$ cat src/rtl/sisc_rf_pkg.sv
// rtl/sisc_rf_pkg.sv - shared widths, zero-register id and FSM states for the register-file access controller
package sisc_rf_pkg;
  localparam int DATA_W_DEF = 32;
  localparam int ADDR_W_DEF = 4;
  localparam int REG_ZERO   = 0;

  typedef enum logic [1:0] {
    IDLE  = 2'd0,
    FETCH = 2'd1,
    LATCH = 2'd2,
    HOLD  = 2'd3
  } state_t;
endpackage

$ cat src/rtl/rf_access_ctrl_if.sv
// rtl/rf_access_ctrl_if.sv - operand-fetch request / operand response handshake bundle
interface rf_access_ctrl_if #(
  parameter int DATA_W = 32,
  parameter int ADDR_W = 4
);
  logic              op_valid;
  logic              op_ready;
  logic [ADDR_W-1:0] op_ra;
  logic [ADDR_W-1:0] op_rb;
  logic              res_valid;
  logic              res_ready;
  logic [DATA_W-1:0] res_a;
  logic [DATA_W-1:0] res_b;

  modport master (
    output op_valid, op_ra, op_rb, res_ready,
    input  op_ready, res_valid, res_a, res_b
  );

  modport slave (
    input  op_valid, op_ra, op_rb, res_ready,
    output op_ready, res_valid, res_a, res_b
  );
endinterface

$ cat src/rtl/rf_access_ctrl_bypass_lane.sv
// rtl/rf_access_ctrl_bypass_lane.sv - one operand lane: FETCH-edge bypass capture and LATCH-edge source select
module rf_bypass_lane
  import sisc_rf_pkg::*;
#(
  parameter int DATA_W = DATA_W_DEF,
  parameter int ADDR_W = ADDR_W_DEF
) (
  input  logic              clk,
  input  logic              rst_f,
  input  logic [ADDR_W-1:0] lane_addr,
  input  logic              rf_we,
  input  logic [ADDR_W-1:0] write_reg,
  input  logic [DATA_W-1:0] write_data,
  input  logic [DATA_W-1:0] rs_data,
  input  logic              clr,
  input  logic              in_fetch,
  output logic [DATA_W-1:0] sel_data
);
  logic              byp;
  logic [DATA_W-1:0] byp_data;
  logic              hit;

  assign hit = rf_we && (write_reg == lane_addr);

  // A write landing on the read edge is missed by the register file, so keep it here.
  always_ff @(posedge clk or negedge rst_f) begin
    if (!rst_f) begin
      byp      <= 1'b0;
      byp_data <= '0;
    end else if (clr) begin
      byp      <= 1'b0;
    end else if (in_fetch && hit) begin
      byp      <= 1'b1;
      byp_data <= write_data;
    end
  end

  // Newest value wins: live write, then captured bypass, then register-file data.
  always_comb begin
    sel_data = rs_data;
    if (lane_addr == ADDR_W'(REG_ZERO)) sel_data = '0;
    else if (hit)                       sel_data = write_data;
    else if (byp)                       sel_data = byp_data;
  end
endmodule

$ cat src/rtl/rf_access_ctrl.sv
// rtl/rf_access_ctrl.sv - register-file initiator: operand fetch with RAW bypass and writeback pass-through
module rf_access_ctrl
  import sisc_rf_pkg::*;
#(
  parameter int DATA_W = DATA_W_DEF,
  parameter int ADDR_W = ADDR_W_DEF
) (
  input  logic               clk,
  input  logic               rst_f,
  rf_access_ctrl_if.slave    cu,
  input  logic               wb_valid,
  input  logic [ADDR_W-1:0]  wb_reg,
  input  logic [DATA_W-1:0]  wb_data,
  output logic [ADDR_W-1:0]  read_rega,
  output logic [ADDR_W-1:0]  read_regb,
  input  logic [DATA_W-1:0]  rsa,
  input  logic [DATA_W-1:0]  rsb,
  output logic [ADDR_W-1:0]  write_reg,
  output logic [DATA_W-1:0]  write_data,
  output logic               rf_we
);
  state_t            state, state_nxt;
  logic              accept;
  logic [DATA_W-1:0] sel_a, sel_b;
  logic [DATA_W-1:0] res_a_q, res_b_q;

  assign write_reg  = wb_reg;
  assign write_data = wb_data;
  assign rf_we      = rst_f & wb_valid & (wb_reg != ADDR_W'(REG_ZERO));

  always_ff @(posedge clk or negedge rst_f) begin
    if (!rst_f) state <= IDLE;
    else        state <= state_nxt;
  end

  always_comb begin
    state_nxt    = state;
    cu.op_ready  = 1'b0;
    cu.res_valid = 1'b0;
    case (state)
      IDLE: begin
        cu.op_ready = 1'b1;
        if (cu.op_valid) state_nxt = FETCH;
      end
      FETCH: state_nxt = LATCH;
      LATCH: state_nxt = HOLD;
      HOLD: begin
        cu.res_valid = 1'b1;
        cu.op_ready  = cu.res_ready;
        if (cu.res_ready) state_nxt = cu.op_valid ? FETCH : IDLE;
      end
      default: state_nxt = IDLE;
    endcase
  end

  assign accept = cu.op_valid & cu.op_ready;

  always_ff @(posedge clk or negedge rst_f) begin
    if (!rst_f) begin
      read_rega <= '0;
      read_regb <= '0;
      res_a_q   <= '0;
      res_b_q   <= '0;
    end else begin
      if (accept) begin
        read_rega <= cu.op_ra;
        read_regb <= cu.op_rb;
      end
      if (state == LATCH) begin
        res_a_q <= sel_a;
        res_b_q <= sel_b;
      end
    end
  end

  assign cu.res_a = res_a_q;
  assign cu.res_b = res_b_q;

  rf_bypass_lane #(.DATA_W(DATA_W), .ADDR_W(ADDR_W)) u_lane_a (
    .clk        (clk),
    .rst_f      (rst_f),
    .lane_addr  (read_rega),
    .rf_we      (rf_we),
    .write_reg  (write_reg),
    .write_data (write_data),
    .rs_data    (rsa),
    .clr        (accept),
    .in_fetch   (state == FETCH),
    .sel_data   (sel_a)
  );

  rf_bypass_lane #(.DATA_W(DATA_W), .ADDR_W(ADDR_W)) u_lane_b (
    .clk        (clk),
    .rst_f      (rst_f),
    .lane_addr  (read_regb),
    .rf_we      (rf_we),
    .write_reg  (write_reg),
    .write_data (write_data),
    .rs_data    (rsb),
    .clr        (accept),
    .in_fetch   (state == FETCH),
    .sel_data   (sel_b)
  );
endmodule
$ cat src/flat_wrapper.sv
// flat-port wrapper written by rule: the top's interface ports become plain ports
module rf_access_ctrl_flat import sisc_rf_pkg::*;
#(
  parameter int DATA_W = DATA_W_DEF,
  parameter int ADDR_W = ADDR_W_DEF
)
  (clk, rst_f, wb_valid, wb_reg, wb_data, read_rega, read_regb, rsa, rsb, write_reg, write_data, rf_we, cu_op_valid, cu_op_ra, cu_op_rb, cu_res_ready, cu_op_ready, cu_res_valid, cu_res_a, cu_res_b);
  rf_access_ctrl_if #(.DATA_W(DATA_W), .ADDR_W(ADDR_W)) cu_i ();
  input  logic clk;
  input  logic rst_f;
  input  logic wb_valid;
  input  logic [ADDR_W-1:0] wb_reg;
  input  logic [DATA_W-1:0] wb_data;
  output logic [ADDR_W-1:0] read_rega;
  output logic [ADDR_W-1:0] read_regb;
  input  logic [DATA_W-1:0] rsa;
  input  logic [DATA_W-1:0] rsb;
  output logic [ADDR_W-1:0] write_reg;
  output logic [DATA_W-1:0] write_data;
  output logic rf_we;
  input wire logic [$bits(cu_i.op_valid)-1:0] cu_op_valid;
  input wire logic [$bits(cu_i.op_ra)-1:0] cu_op_ra;
  input wire logic [$bits(cu_i.op_rb)-1:0] cu_op_rb;
  input wire logic [$bits(cu_i.res_ready)-1:0] cu_res_ready;
  output wire logic [$bits(cu_i.op_ready)-1:0] cu_op_ready;
  output wire logic [$bits(cu_i.res_valid)-1:0] cu_res_valid;
  output wire logic [$bits(cu_i.res_a)-1:0] cu_res_a;
  output wire logic [$bits(cu_i.res_b)-1:0] cu_res_b;
  assign cu_i.op_valid = cu_op_valid;
  assign cu_i.op_ra = cu_op_ra;
  assign cu_i.op_rb = cu_op_rb;
  assign cu_i.res_ready = cu_res_ready;
  assign cu_op_ready = cu_i.op_ready;
  assign cu_res_valid = cu_i.res_valid;
  assign cu_res_a = cu_i.res_a;
  assign cu_res_b = cu_i.res_b;
  rf_access_ctrl #(.DATA_W(DATA_W), .ADDR_W(ADDR_W)) u_core (.clk(clk), .rst_f(rst_f), .cu(cu_i), .wb_valid(wb_valid), .wb_reg(wb_reg), .wb_data(wb_data), .read_rega(read_rega), .read_regb(read_regb), .rsa(rsa), .rsb(rsb), .write_reg(write_reg), .write_data(write_data), .rf_we(rf_we));
endmodule
$ cat config.mk
export PLATFORM = sky130hd
export DESIGN_NAME = rf_access_ctrl_flat
export DESIGN_NICKNAME = d
export VERILOG_FILES = /design/src/rtl/sisc_rf_pkg.sv /design/src/rtl/rf_access_ctrl_if.sv /design/src/rtl/rf_access_ctrl_bypass_lane.sv /design/src/rtl/rf_access_ctrl.sv /design/src/flat_wrapper.sv
export SDC_FILE = /design/constraint.sdc
export NUM_CORES = 1
export LEC_CHECK = 0
export BUFFER_PORTS_ARGS = -buffer_cell sky130_fd_sc_hd__clkbuf_2
export CORE_ASPECT_RATIO = 1.75
export CORE_MARGIN = 10
export CORE_UTILIZATION = 35
export CTS_CLUSTER_DIAMETER = 200
export DETAILED_ROUTE_END_ITERATION = 8
export SETUP_SLACK_MARGIN = 0.2
export SYNTH_ARGS = -nofsm -noshare
export SYNTH_HDL_FRONTEND = slang
export SYNTH_HIERARCHICAL = 1
export SYNTH_SLANG_ARGS = --single-unit
$ cat constraint.sdc
create_clock -name clk -period 2.6 [get_ports clk]
set_input_delay 0.13 -clock clk [delete_from_list [all_inputs] [get_ports clk]]
set_output_delay 0.13 -clock clk [all_outputs]
set_load 0.1 [all_outputs]
==> impl_metrics.ini <==
[setup_path]
critical_path_arrival_ns = 2.60
critical_path_required_ns = 2.91
crit_type = flop to flop
slowest_stage = dfrtp_1
crit_path_start_kind = flop
worstPathCellList = inv_1 > ha_1 > a21oi_2 > nor3b_2 > nor2b_1 > nand4_1 > nor2_4 > buf_6 > mux2_1
cpPeakStageDelay_ns = 0.44
reg2regPathDepth = 9
endpoint_kind = flop
crit_fanout = 17

[route]
drtIter0Drc = 197
dr.pass1.iters = 6
drc = 0
drtAntennaViolNets = 0
wl_per_cell_um = 21.0
wl_um = 23400
vias_per_cell = 5.03
vias = 5595

[synthesis]
syn_area_per_cell_um2 = 13.0
synth_warnings = 6
ys_seq_area_frac = 0.446
synth_top_cell_area_share = 0.446
synth_cell_types = 33
synth.largest_area_cell = dfrtp_1
synth_area_leaders = dfrtp_1, mux2_1, a211oi_2
syn_area_um2 = 7860
syn_nets = 721
syn_inst = 602
synth-seq-cells = 140

[sta]
setup_violations = 0
fin_crit_sh = 0.883
hold_viol_final = 0
max_freq_ghz = 0.436
maxSlewHeadroom = 0.366
setup-tns-final_ns = 0
min_period_ns = 2.30
tightest_slew_ns = 0.952
rsz0062_at_grt = true
slew_viol_final = 0
fin_skew_ns = 0.00709

[finish]
area_growth_pct = 24.9
post-route-util = 0.445
drive_above_1_share = 0.458
finalNetCount = 923

[placement]
place_congestion = 0.777
port_buffers = 223
dp_hpwl_um = 17100

[clock_network]
clk-insertion-delay-late_ns = 0.43
cts_tree = done
cts_sinks = 140
clk_pin_slew_ns = 0.06
cts_buffers = 17
cts_buffer_depth = 2
htree_levels = 4
root_buffer = clkbuf_16

[status]
status = complete, no violations

[hold_path]
min_path_cells = 2
hp-class = input pin to flop

[global_route]
grt_max_degree = 70
grt_pass1_vias = 6258
track_usage = 0.161
antenna_found_initial = 1
grt_pass1_wl_um = 36300
overflow = 0

[floorplan]
num_rows = 72
design.core.area_um2 = 22100
start_util = 0.356
die_width_um = 133
dieArea_um2 = 29100
ioPinCount = 224
die_h_um = 218

[flow_run]
max_cap_viol_count = 0
==> routing by layer <==
layer | routed length (um) | track usage
met4 | 407 | 0.0579
met5 | 0 | 0
met2 | 13000 | 0.298
met1 | 8910 | 0.168
met3 | 1090 | 0.0446
==> flip-flops by register name (all words and copies together), names as in the netlist, 2 cells and up <==
register	flops
u_core/state	2
u_core/read_rega	4
u_core/u_lane_b/byp_data	32
u_core/read_regb	4
u_core/cu.res_a	32
u_core/cu.res_b	32
u_core/u_lane_a/byp_data	32
==> through the flow <==
stage,hold WS (ns),cell area [um2],std cells,worst slack [ns]
6_report,0.0145,9810,1113,0.304
5_1_grt,0.00560,9810,1113,0.186
4_1_cts,0.000913,9800,1112,0.253
3_5_place_dp,-0.0388,9000,1061,0.266
3_3_place_gp,-0.0397,9000,1061,0.378
2_1_floorplan,-0.166,7860,602,0.211
==> cells in the final DEF, fill, tap and decap left out, drive strengths merged, types with 4 or more instances in the layout <==
master	synthesis	layout
a211oi	64	64
buf	72	25
clkbuf	12	242
clkinv	0	4
clkinvlp	0	4
dfrtp	140	140
dlygate4sd3	0	20
ha	6	6
inv	4	4
mux2	137	137
mux2i	64	64
nand2b	6	6
nand3	4	4
nor2	5	5
nor3	64	64
xnor2	6	6
==> synth_stat cells, drive strengths merged <==
cell type	instances
inv	4
xnor2	6
a211oi	64
nor2b	2
o22ai	2
ha	6
a21oi	2
mux2i	64
nor3b	1
clkbuf	12
a31o	1
or2	2
nand2b	6
nand2	2
nand3	4
o31ai	1
mux2	137
nor2	5
dfrtp	140
nor3	64
nand4	2
nor4	3
buf	72
==> cell families (layout without fill, tap and decap cells) <==
kind of cell             after synthesis  after routing  synth area share
other                                  0              1                 0
adder cells (fa/ha/maj)                6              6           0.00956
XOR/XNOR                               6              6            0.0105
flip-flops                           140            140             0.446
AO/OA/AOI/OAI                         70             70             0.105
AND/OR/NAND/NOR                       91             91            0.0653
multiplexers                         201            201             0.282
buffers and inverters                 88            302            0.0820
==> area by class of cell <==
class | count | area [um2]
fill | 2099 | 12300
multi-input combinational | 374 | 3750
sequential | 140 | 3510
timing repair buffer | 267 | 1560
clock buffer | 20 | 457
tap | 296 | 370
clock inverter | 11 | 144
inverter | 4 | 15.0
antenna | 1 | 2.50
==> repair_timing <==
action,CTS,global route
setup buffers,0,0
setup endpoints to repair,0,50
hold endpoints to repair,40,0
resized for setup,0,4
hold buffers,20,0
==> critical path, delay by kind of cell, from the launching register on <==
family	cells	cell delay, ns
simple gates	4	0.57
flops	1	0.44
buf+inv	2	0.37
mux	1	0.35
fa+ha+maj	1	0.26
compound gates	1	0.17
==> final timing paths <==
| kind | end | startpoint | slack (ns) |
|---|---|---|---|
| worst max register to register | u_core/u_lane_a/byp_data[24] | u_core/state[0] | 0.30 |
| max in group asynchronous | u_core/u_lane_b/byp | rst_f | 1.34 |
| min in group asynchronous | u_core/cu.res_b[4] | rst_f | 0.08 |
| worst min-delay path | u_core/u_lane_b/byp_data[12] | wb_data[12] | 0.01 |
| worst min register to register | u_core/cu.res_a[18] | u_core/cu.res_a[18] | 0.48 |
| worst max-delay path | u_core/u_lane_a/byp_data[24] | u_core/state[0] | 0.30 |
Power is not shown: default switching activity piles up to over one toggle a cycle in this logic, so the estimate is an artifact.
